===== src/rtl/serial_sub_pkg.sv =====
// Shared definitions for the bit-serial subtractor: FSM state encoding.
package serial_sub_pkg;

   localparam int STATE_W = 2;

   typedef enum logic [STATE_W-1:0] {
      IDLE = 2'd0,
      RUN  = 2'd1,
      DONE = 2'd2
   } state_e;

endpackage


===== src/rtl/serial_sub_fs1.sv =====
// Single-bit full subtractor cell: d = a - b - bin, with borrow out.
module serial_sub_fs1 (
   input  logic a_i,
   input  logic b_i,
   input  logic bin_i,
   output logic d_o,
   output logic bout_o
);

   assign d_o    = a_i ^ b_i ^ bin_i;
   assign bout_o = (~a_i & b_i) | (~(a_i ^ b_i) & bin_i);

endmodule


===== src/rtl/serial_sub.sv =====
// Bit-serial two's-complement subtractor: diff = a - b over WIDTH cycles, LSB first,
// using one full-subtractor cell and a registered borrow, with start/busy/done handshake.
module serial_sub
   import serial_sub_pkg::*;
#(
   parameter int WIDTH = 8
) (
   input  logic             clk,
   input  logic             rst,
   input  logic             start,
   input  logic [WIDTH-1:0] a,
   input  logic [WIDTH-1:0] b,
   output logic             busy,
   output logic             done,
   output logic [WIDTH-1:0] diff,
   output logic             bout
);

   localparam int             CNT_W    = $clog2(WIDTH);
   localparam logic [CNT_W-1:0] CNT_LAST = CNT_W'(WIDTH - 1);

   state_e           state_q, state_d;
   logic [WIDTH-1:0] sa_q, sb_q, res_q;
   logic [CNT_W-1:0] cnt_q;
   logic             br_q, bout_q;
   logic             accept, lastBit;
   logic             cellD, cellB;

   // New operands may only be taken when no operation is in flight.
   assign accept  = (state_q != RUN) && start;
   assign lastBit = (state_q == RUN) && (cnt_q == CNT_LAST);

   serial_sub_fs1 u_fs1 (
      .a_i    (sa_q[0]),
      .b_i    (sb_q[0]),
      .bin_i  (br_q),
      .d_o    (cellD),
      .bout_o (cellB)
   );

   always_ff @(posedge clk or posedge rst) begin
      if (rst) begin
         state_q <= IDLE;
      end else begin
         state_q <= state_d;
      end
   end

   always_comb begin
      state_d = state_q;
      case (state_q)
         IDLE:    if (start) state_d = RUN;
         RUN:     if (cnt_q == CNT_LAST) state_d = DONE;
         DONE:    state_d = start ? RUN : IDLE;
         default: state_d = IDLE;
      endcase
   end

   always_comb begin
      busy = 1'b0;
      done = 1'b0;
      case (state_q)
         RUN:     busy = 1'b1;
         DONE:    done = 1'b1;
         default: ;
      endcase
   end

   // The reported borrow is captured only on the final bit so it stays stable outside RUN.
   always_ff @(posedge clk or posedge rst) begin
      if (rst) begin
         sa_q   <= '0;
         sb_q   <= '0;
         res_q  <= '0;
         cnt_q  <= '0;
         br_q   <= 1'b0;
         bout_q <= 1'b0;
      end else if (accept) begin
         sa_q  <= a;
         sb_q  <= b;
         br_q  <= 1'b0;
         cnt_q <= '0;
      end else if (state_q == RUN) begin
         sa_q  <= sa_q >> 1;
         sb_q  <= sb_q >> 1;
         res_q <= {cellD, res_q[WIDTH-1:1]};
         br_q  <= cellB;
         cnt_q <= cnt_q + CNT_W'(1);
         if (lastBit) begin
            bout_q <= cellB;
         end
      end
   end

   assign diff = res_q;
   assign bout = bout_q;

endmodule

===== config.mk =====
export PLATFORM = sky130hd
export DESIGN_NAME = serial_sub
export DESIGN_NICKNAME = d
export VERILOG_FILES = /design/src/rtl/serial_sub_pkg.sv /design/src/rtl/serial_sub_fs1.sv /design/src/rtl/serial_sub.sv
export SDC_FILE = /design/constraint.sdc
export NUM_CORES = 1
export LEC_CHECK = 0
export ABC_CLOCK_PERIOD_IN_PS = 1500
export BUFFER_PORTS_ARGS = -buffer_cell sky130_fd_sc_hd__buf_2
export CAP_MARGIN = 40
export CORE_ASPECT_RATIO = 2
export CORE_UTILIZATION = 53
export DETAILED_ROUTE_END_ITERATION = 10
export PLACE_DENSITY = 0.8
export SLEW_MARGIN = 20
export SYNTH_ARGS = -nofsm -noshare
export SYNTH_HDL_FRONTEND = slang
export SYNTH_SLANG_ARGS = --single-unit

===== constraint.sdc =====
create_clock -name clk -period 1.5 [get_ports clk]
set_clock_uncertainty 0.15 [all_clocks]
set_input_delay 0.075 -clock clk [delete_from_list [all_inputs] [get_ports clk]]
set_output_delay 0.075 -clock clk [all_outputs]
set_load 0.005 [all_outputs]

==> impl_metrics.toml <==
[global_routing]
via_count_of_the_first_global_routing_pass = 917
gr-usage-all-layers = 0.188
grt_pass1_wl_um = 3860
antenna_found_initial = 0
grt_overflow = 0
grt_start_max_net_pins = 32

[outcome]
status = "finished, final reports clean"

[finish]
area_delta_synth_final_pct = 24.8
commonest_cells_after_routing_fill_and_taps_aside = "dfrtp_1, buf_2, mux2_2"
finalNetCount = 169
post_route_cells_drive_above_1_share = 0.541
layout_commonest_cell = "dfrtp_1"
n_antenna_cell = 0

[setup_path]
cell_at_the_slowest_stage_of_the_critical_path = "dfrtp_1"
setup.reg_to_reg.worst_slack_ns = 0.06
cp_slowest_stage_delay_ns = 0.39
setup.worst_path.class = "register to output port"
capturing_element_type_of_the_critical_path = "output port"
timing.critical_path.cells = "nand2b_2, inv_4, buf_4, buf_2"
cp.arrival_ns = 1.21
required_time_worst_endpoint_ns = 1.27
critPathMaxFanout = 8
cp_startpoint_kind = "register"

[clocking]
clock_edge_transition_at_the_registers_on_the_reported_setup_and_hold_paths_ns = 0.06
cts_inserted_buffers = 5
clockRootBuffer = "clkbuf_8"
cts.sinks = 31
h-tree-depth = 2
tritoncts = "built"
clk_latency_ns = 0.28
clk_path_buf_depth = 2

[yosys]
synth.net_count = 120
netlist_area_um2 = 1480
synth.avg_cell_area_um2 = 15.1
postSynthRegisterBits = 31
netlist-cell-type-count = 15
synthesis_warnings = 0
synth-seq-area-share = 0.523
synth_cells = 98

[floorplan]
fp-row-count = 26
core_area_um2 = 2600
chipHeight_um = 76.8
floorplan.initialDensity = 0.570
die_area_um2 = 3030
die_x_um = 39.4
io_pins = 30

[pwr]
clockPowerShare = 0.161
power.sequential.fraction = 0.409
power_report.internal_total_mw = 2.53
power_density_nw_per_um2 = 1940
max-vdd-ir-drop_v = 0.00144
netSwitchingFraction = 0.295
power.combinational.fraction = 0.430
design_power_total_mw = 3.59
total_leakage_power_nw = 0.925
switchingPower_mw = 1.06

[sta]
post-route-min-period_ns = 1.44
rsz_0062_raised_after_global_routing = "no"
worst_pin_slew_ns = 0.399
finalCritPeriodShare = 0.959
setup_slack_ns = 0.0616
whs_ns = 0.00510
final-hold-violation-count = 0
final-max-slew-violation-count = 0
timing.setup.tns_ns = 0
setup_violations = 0
maxClockFrequency_ghz = 0.695
max-slew-margin-rel = 0.734

[detailed_routing]
drt_drc_violations_left = 0
vias = 922
dr.first_iter.drc_count = 12
firstDrtPassIters = 4
routed_wirelength_um = 2510
vias_per_cell = 5.30
antenna_violating_nets_left = 0
wire_per_inst_um = 14.4

[hold_path]
hold_path_class = "primary input to register"

[placed_design]
detailed_place_hpwl_um = 1730
placement.setup.worst_slack_ns = 0.0532
place.gp.congestion = 0.690
buffer_ports.inserted = 29

[flow_run]
max-cap-violations = 0
-- synth_stat cells --
cell	count	area, um2
dfrtp_1	31	776
mux2_2	20	225
mux2_4	13	195
inv_1	6	22.5
mux2_1	5	56.3
mux2i_1	5	50.1
buf_6	4	45.0
nand2b_1	3	18.8
nor2b_1	3	18.8
ha_1	2	25.0
nor2_1	2	7.51
and3b_1	1	8.76
buf_4	1	7.51
fa_1	1	20.0
o22ai_1	1	6.26
-- registers in the layout (all words and copies together) (netlist names) --
register	count
br_q	1
state_q	2
sa_q	8
cnt_q	3
diff	8
sb_q	8
bout	1
-- path summary, 6_finish.rpt --
check	from	endpoint	cells after the start
max	state_q[1]	busy	4
min	b[2]	sb_q[2]	3
max reg2reg	state_q[1]	diff[0]	4
min reg2reg	cnt_q[0]	cnt_q[0]	1
max in group asynchronous	rst	sa_q[1]	4
min in group asynchronous	rst	state_q[0]	4
-- per-stage QoR --
stage               std cells  utilization  cell area, um2
floorplan                  98            -            1480
global placement          155        0.633            1650
detailed placement        155        0.633            1650
CTS                       169        0.692            1800
global route              174        0.711            1850
finish                    174        0.711            1850
-- critical path: cells and delay by family (launching register included) --
kind | cells | cell delay (ns)
simple gates | 1 | 0.22
buf+inv | 3 | 0.33
flops | 1 | 0.39
-- area by class of cell --
class / count / area, um2
sequential: 31 / 776
fill: 198 / 752
multi-input combinational: 56 / 634
timing repair buffer: 47 / 308
clock buffer: 6 / 72.6
tap: 28 / 35.0
inverter: 6 / 25.0
-- logic make-up (layout without fill, tap and decap cells) --
family,Yosys count,after routing,share of synthesized area
buffers and inverters,11,59,0.0506
DFF,31,31,0.523
muxes,43,43,0.355
and+or+nand+nor,9,9,0.0363
AOI/OAI and AO/OA,1,1,0.00422
adders and majority gates,3,3,0.0304
-- power groups by stage --
stage                     Clock (mW)  Combinational (mW)  Sequential [mW]
after floorplan                    0                1.11             1.42
after global placement             0                1.34             1.44
after detailed placement           0                1.39             1.48
after global routing           0.625                1.67             1.51
final                          0.579                1.54             1.47
after CTS                      0.594                1.42             1.47
-- repair_timing --
action                                 in CTS  in global routing
endpoints found under the hold margin      38                  0
pin swaps                                   0                  1
setup buffers                               0                  5
hold buffers                                8                  0
setup endpoints to repair                   1                 10
gates resized for setup                     1                  4
-- metal layers --
metal  global-route usage  vias to the layer above  routed length (um)
li1                     -                      430                   -
met1                0.187                      463                 940
met2                0.307                       22                1400
met3               0.0780                        7                 106
met4                0.103                        0                  67
met5                    0                        -                   0
Note: power is estimated with default switching activity, not from simulation.
